--- src/rtl/fetch_pc_unit_if.sv ---
// Fetch-stage bus bundle: imem request/response, execute redirect and decode handoff.
// Carries no state, so it adds no latency.
// The request and decode channels are valid/ready; the imem response is always accepted.
interface fetch_pc_unit_if #(
    parameter int XLEN = 32
);
    logic            imem_req_valid;
    logic            imem_req_ready;
    logic [XLEN-1:0] imem_req_addr;
    logic            imem_resp_valid;
    logic [XLEN-1:0] imem_resp_data;
    logic            redirect_valid;
    logic [XLEN-1:0] redirect_target;
    logic            inst_valid;
    logic            inst_ready;
    logic [XLEN-1:0] inst_data;
    logic [XLEN-1:0] inst_pc;

    modport master (
        output imem_req_valid, imem_req_addr, inst_valid, inst_data, inst_pc,
        input  imem_req_ready, imem_resp_valid, imem_resp_data,
               redirect_valid, redirect_target, inst_ready
    );

    modport slave (
        input  imem_req_valid, imem_req_addr, inst_valid, inst_data, inst_pc,
        output imem_req_ready, imem_resp_valid, imem_resp_data,
               redirect_valid, redirect_target, inst_ready
    );
endinterface

--- src/rtl/fetch_pc_unit.sv ---
// RV32I fetch: owns the PC, issues word fetches, and buffers responses for decode.
// Latency: a response is visible on inst_valid one cycle later; a redirect's first fetch follows one cycle later.
// Backpressure: new fetches stall while inflight + buffered reaches DEPTH, so the buffer can never overflow.
module fetch_pc_unit #(
    parameter int              XLEN     = 32,
    parameter logic [XLEN-1:0] RESET_PC = '0,
    parameter int              DEPTH    = 2
) (
    input  logic             clock,
    input  logic             reset_n,
    fetch_pc_unit_if.master  bus
);
    localparam int              PW      = $clog2(DEPTH);
    localparam int              CW      = $clog2(DEPTH + 1);
    localparam logic [CW:0]     DEPTH_C = (CW + 1)'(DEPTH);

    logic [XLEN-1:0] pc;
    logic [CW-1:0]   inflight;
    logic [CW-1:0]   drop_cnt;
    logic [CW-1:0]   count;

    logic [XLEN-1:0] pcq     [DEPTH];
    logic [PW-1:0]   pcq_wr;
    logic [PW-1:0]   pcq_rd;
    logic [XLEN-1:0] buf_dat [DEPTH];
    logic [XLEN-1:0] buf_pc  [DEPTH];
    logic [PW-1:0]   buf_wr;
    logic [PW-1:0]   buf_rd;

    logic credit_ok;
    logic req_vld;
    logic req_fire;
    logic resp_keep;
    logic inst_vld;
    logic pop;

    always_comb begin
        credit_ok = ({1'b0, inflight} + {1'b0, count}) < DEPTH_C;
        // Gating by reset_n keeps the request low while reset is held.
        req_vld   = reset_n && !bus.redirect_valid && credit_ok;
        req_fire  = req_vld && bus.imem_req_ready;
        resp_keep = bus.imem_resp_valid && (drop_cnt == '0) && !bus.redirect_valid;
        inst_vld  = (count != '0) && !bus.redirect_valid;
        pop       = inst_vld && bus.inst_ready;
    end

    assign bus.imem_req_valid = req_vld;
    assign bus.imem_req_addr  = pc;
    assign bus.inst_valid     = inst_vld;
    assign bus.inst_data      = (count != '0) ? buf_dat[buf_rd] : '0;
    assign bus.inst_pc        = (count != '0) ? buf_pc[buf_rd]  : '0;

    always_ff @(posedge clock or negedge reset_n) begin
        if (!reset_n) begin
            pc       <= RESET_PC;
            inflight <= '0;
            drop_cnt <= '0;
            count    <= '0;
            pcq_wr   <= '0;
            pcq_rd   <= '0;
            buf_wr   <= '0;
            buf_rd   <= '0;
        end else begin
            // The pc queue keeps tracking stale fetches across a redirect; only their data is dropped.
            if (req_fire) pcq_wr <= pcq_wr + PW'(1);
            if (bus.imem_resp_valid) pcq_rd <= pcq_rd + PW'(1);

            case ({req_fire, bus.imem_resp_valid})
                2'b10:   inflight <= inflight + CW'(1);
                2'b01:   inflight <= inflight - CW'(1);
                default: inflight <= inflight;
            endcase

            if (bus.redirect_valid) begin
                pc       <= bus.redirect_target & ~XLEN'(3);
                drop_cnt <= inflight - CW'(bus.imem_resp_valid);
                count    <= '0;
                buf_wr   <= '0;
                buf_rd   <= '0;
            end else begin
                if (req_fire) pc <= pc + XLEN'(4);
                if (bus.imem_resp_valid && (drop_cnt != '0)) drop_cnt <= drop_cnt - CW'(1);
                if (resp_keep) buf_wr <= buf_wr + PW'(1);
                if (pop)       buf_rd <= buf_rd + PW'(1);
                case ({resp_keep, pop})
                    2'b10:   count <= count + CW'(1);
                    2'b01:   count <= count - CW'(1);
                    default: count <= count;
                endcase
            end
        end
    end

    always_ff @(posedge clock) begin
        if (req_fire) pcq[pcq_wr] <= pc;
        if (resp_keep) begin
            buf_dat[buf_wr] <= bus.imem_resp_data;
            buf_pc[buf_wr]  <= pcq[pcq_rd];
        end
    end
endmodule
--- src/flat_wrapper.sv ---
// flat-port wrapper written by rule: the top's interface ports become plain ports
module fetch_pc_unit_flat 
#(
    parameter int              XLEN     = 32,
    parameter logic [XLEN-1:0] RESET_PC = '0,
    parameter int              DEPTH    = 2
)
  (clock, reset_n, bus_imem_req_valid, bus_imem_req_addr, bus_inst_valid, bus_inst_data, bus_inst_pc, bus_imem_req_ready, bus_imem_resp_valid, bus_imem_resp_data, bus_redirect_valid, bus_redirect_target, bus_inst_ready);
  fetch_pc_unit_if #(.XLEN(XLEN)) bus_i ();
  input  logic clock;
  input  logic reset_n;
  output wire logic [$bits(bus_i.imem_req_valid)-1:0] bus_imem_req_valid;
  output wire logic [$bits(bus_i.imem_req_addr)-1:0] bus_imem_req_addr;
  output wire logic [$bits(bus_i.inst_valid)-1:0] bus_inst_valid;
  output wire logic [$bits(bus_i.inst_data)-1:0] bus_inst_data;
  output wire logic [$bits(bus_i.inst_pc)-1:0] bus_inst_pc;
  input wire logic [$bits(bus_i.imem_req_ready)-1:0] bus_imem_req_ready;
  input wire logic [$bits(bus_i.imem_resp_valid)-1:0] bus_imem_resp_valid;
  input wire logic [$bits(bus_i.imem_resp_data)-1:0] bus_imem_resp_data;
  input wire logic [$bits(bus_i.redirect_valid)-1:0] bus_redirect_valid;
  input wire logic [$bits(bus_i.redirect_target)-1:0] bus_redirect_target;
  input wire logic [$bits(bus_i.inst_ready)-1:0] bus_inst_ready;
  assign bus_imem_req_valid = bus_i.imem_req_valid;
  assign bus_imem_req_addr = bus_i.imem_req_addr;
  assign bus_inst_valid = bus_i.inst_valid;
  assign bus_inst_data = bus_i.inst_data;
  assign bus_inst_pc = bus_i.inst_pc;
  assign bus_i.imem_req_ready = bus_imem_req_ready;
  assign bus_i.imem_resp_valid = bus_imem_resp_valid;
  assign bus_i.imem_resp_data = bus_imem_resp_data;
  assign bus_i.redirect_valid = bus_redirect_valid;
  assign bus_i.redirect_target = bus_redirect_target;
  assign bus_i.inst_ready = bus_inst_ready;
  fetch_pc_unit #(.XLEN(XLEN), .RESET_PC(RESET_PC), .DEPTH(DEPTH)) u_core (.clock(clock), .reset_n(reset_n), .bus(bus_i));
endmodule
--- config.mk ---
export PLATFORM = sky130hd
export DESIGN_NAME = fetch_pc_unit_flat
export DESIGN_NICKNAME = d
export VERILOG_FILES = /design/src/rtl/fetch_pc_unit_if.sv /design/src/rtl/fetch_pc_unit.sv /design/src/flat_wrapper.sv
export SDC_FILE = /design/constraint.sdc
export NUM_CORES = 1
export LEC_CHECK = 0
export ABC_AREA = 1
export CAP_MARGIN = 40
export CORE_MARGIN = 2
export CORE_UTILIZATION = 48
export DETAILED_ROUTE_END_ITERATION = 6
export PLACE_DENSITY = 0.87
export SETUP_SLACK_MARGIN = 0.2
export SLEW_MARGIN = 20
export SYNTH_ARGS = -nofsm -noshare
export SYNTH_HDL_FRONTEND = slang
export SYNTH_SLANG_ARGS = --single-unit
--- constraint.sdc ---
create_clock -name clock -period 3.5 [get_ports clock]
set_input_delay 1.05 -clock clock [delete_from_list [all_inputs] [get_ports clock]]
set_output_delay 1.05 -clock clock [all_outputs]
set_load 0.01 [all_outputs]
==> reports/metrics.csv <==
stage,metric,value,unit
status,outcome,"complete, no violations",
global_routing,grt_usage,0.198,
critical_path,worstSetupStartpointType,flop,
route,drtPass1Iterations,5,
route,avgRoutedWirePerCell,16.1,um
clock_network,cts_tree,built,
logic_synthesis,yosysTopAreaCell,edfxtp_1,
power_and_ir_drop,power.total,8.65,mW
logic_synthesis,synthDistinctLibCells,33,
placement,place.port_buffers,161,
finish,antenna_cells,0,
sta,slew_viol_final,0,
route,drc,0,
logic_synthesis,async_flop_share,0.179,
clock_network,clk_pin_slew_worst_paths,60,ps
floorplan,die_h,145,um
route,viasPerCell,5.16,
power_and_ir_drop,switchingPower,2.64,mW
route,routed_wl,20900,um
finish,final_cell_area,12300,um^2
placement,place_congestion,0.851,
route,drt-initial-drc-count,456,
placement,place_hpwl,13900,um
floorplan,die_area,21100,um^2
power_and_ir_drop,power_frac_seq,0.412,
global_routing,grt_overflow,0,
sta,clock_skew,7.71,ps
sta,min_period,3260,ps
global_routing,grt_pass1_vias,6632,
finish,area_growth,28.7,%
power_and_ir_drop,power.internal,6.01,mW
power_and_ir_drop,leakagePower,4.66,nW
finish,mostFrequentLayoutCells,"nand2_1 (268), edfxtp_1 (184), clkdlybuf4s50_1 (151)",
critical_path,critPathCaptureType,output port,
sta,hold_viol,0,
finish,layout.nets,1093,
logic_synthesis,yosysSeqAreaShare,0.682,
logic_synthesis,yosys_warnings,0,
floorplan,core-area,19500,um^2
power_and_ir_drop,clkPwrFrac,0.271,
sta,max_freq,307,MHz
logic_synthesis,synth_edf_count,184,
clock_network,cts_sinks,224,
floorplan,die-width,145,um
sta,finalCritPeriodShare,0.930,
power_and_ir_drop,ir_drop,0.000397,V
critical_path,crit_fanout,54,
sta,max_slew_margin,0.617,
sta,hold-worst-slack,542,ps
hold_path,holdCritStartpoint,u_core.inflight[0]$_DFFE_PN0P_,
critical_path,arrival,2210,ps
sta,setup_violations,0,
floorplan,ioPinCount,168,
clock_network,h-tree-depth,1,
global_routing,grt_max_degree,55,
hold_path,hp-class,reg2reg,
logic_synthesis,ys_ff_latch,224,
logic_synthesis,synth_top_area_frac,0.578,
run,maxCapViolations,0,
floorplan,start_util,0.490,
finish,drive_gt1_frac,0.109,
critical_path,r2r-start,u_core.count[0]$_DFFE_PN0P_,
power_and_ir_drop,swShare,0.305,
critical_path,startpoint,u_core.buf_rd$_DFFE_PN0P_,
critical_path,critPathKind,reg2out,
sta,max_slew.worst_pin.slew,574,ps
placement,placed_area,11500,um^2
clock_network,cts-root-buf,clkbuf_16,
sta,tns,0,ps
logic_synthesis,ys.flop_type,edfxtp_1,
power_and_ir_drop,pwr-share-comb,0.317,
global_routing,grt_pass1_wl,33900,um
power_and_ir_drop,p_per_area,703,nW/um^2
clock_network,cts_made_buffers,23,
logic_synthesis,synth_area,9560,um^2
logic_synthesis,yosys-top-cells-area,"edfxtp_1 (58%), nand2_1 (11%), dfrtp_1 (10%)",
finish,final_common_cell,nand2_1,
critical_path,crit_required,2450,ps
clock_network,clk_latency,500,ps
clock_network,max-clock-path-buffers,3,
global_routing,antenna_found_initial,0,
sta,rsz0062_at_grt,true,
floorplan,rows,51,
logic_synthesis,synth_area_per_cell,11.4,um^2
route,vias,6701,
route,ant_nets,0,
logic_synthesis,syn-instance-count,841,
==> worst paths after layout <==
path / end / slack (ps) / depth (start not counted)
max in group asynchronous: u_core.count[0]$_DFFE_PN0P_ / 2290 / 2
hold / removal: u_core.inflight[0]$_DFFE_PN0P_ / 540 / 1
min in group asynchronous: u_core.buf_rd$_DFFE_PN0P_ / 800 / 2
setup reg to reg: u_core.pcq[0][4]$_DFFE_PP_ / 1130 / 8
hold reg to reg: u_core.inflight[0]$_DFFE_PN0P_ / 540 / 1
setup / recovery: bus_inst_pc[19] / 240 / 4
==> cells by family (layout without fill, tap and decap cells) <==
| group | Yosys count | in the layout | synth area share |
|---|---|---|---|
| and+or+nand+nor | 381 | 381 | 0.168 |
| buffers and inverters | 89 | 279 | 0.0413 |
| muxes | 30 | 30 | 0.0353 |
| adders and majority gates | 5 | 5 | 0.00733 |
| other | 1 | 4 | 0.000392 |
| AOI/OAI and AO/OA | 99 | 99 | 0.0544 |
| xor gates and xnor gates | 12 | 12 | 0.0110 |
| DFF | 224 | 224 | 0.682 |
==> power groups by stage <==
stage / Combinational [mW] / Sequential (mW) / Clock [mW]
after floorplan: 1.40 / 3.56 / 0
after global placement: 2.63 / 3.60 / 0
after detailed placement: 2.69 / 3.62 / 0
after CTS: 2.77 / 3.56 / 2.38
after global routing: 3.00 / 3.60 / 2.49
final: 2.74 / 3.56 / 2.34
==> registers in the layout (all words and copies together) (netlist names), 2 cells and up <==
name / count
u_core.buf_dat: 64
u_core.bus.imem_req_addr: 30
u_core.count: 2
u_core.inflight: 2
u_core.drop_cnt: 2
u_core.pcq: 60
u_core.buf_pc: 60
==> repair_timing <==
| item | 4_1_cts | 5_1_grt |
|---|---|---|
| setup buffers | 4 | 2 |
| pin swaps | 1 | 1 |
| endpoints found under the hold margin | 0 | 0 |
| hold buffers | 0 | 0 |
| resized for setup | 7 | 8 |
| endpoints found under the setup margin | 64 | 59 |
==> cell type report <==
cell class	instances	area (um^2)
fill	1474	7220
sequential	224	6530
multi-input combinational	531	2670
timing repair buffer	184	1840
clock buffer	35	641
tap	265	332
inverter	54	210
clock inverter	6	83.8
==> routing by layer <==
metal,global-route usage,part of all wire,wire [um]
met5,0,0,0
met4,0.0613,0.022,468
met3,0.0336,0.076,1590
met2,0.333,0.48,9960
met1,0.267,0.43,8900
==> per-stage QoR <==
stage / std cells / util / setup slack [ps]
floorplan: 844 / - / 138
global placement: 1252 / 0.589 / 156
detailed placement: 1252 / 0.589 / 144
CTS: 1297 / 0.629 / 206
global route: 1299 / 0.630 / 190
finish: 1299 / 0.630 / 243
==> synthesized netlist by cell type, drive strengths merged, types with 4 or more instances <==
library cell	n
ha	4
o21bai	7
a21oi	65
buf	18
nor2	49
xnor2	6
mux2	30
edfxtp	184
nand2	272
dfrtp	40
xor2	6
inv	54
clkbuf	17
nand3	52
o21ai	24
==> critical path, stage by stage, from the launching register on <==
cell	delay, ps
dfrtp_2	460
buf_12	280
nand2_1	80
a21oi_1	270
clkdlybuf4s50_1	590
Note: power is estimated with default switching activity, not from simulation.
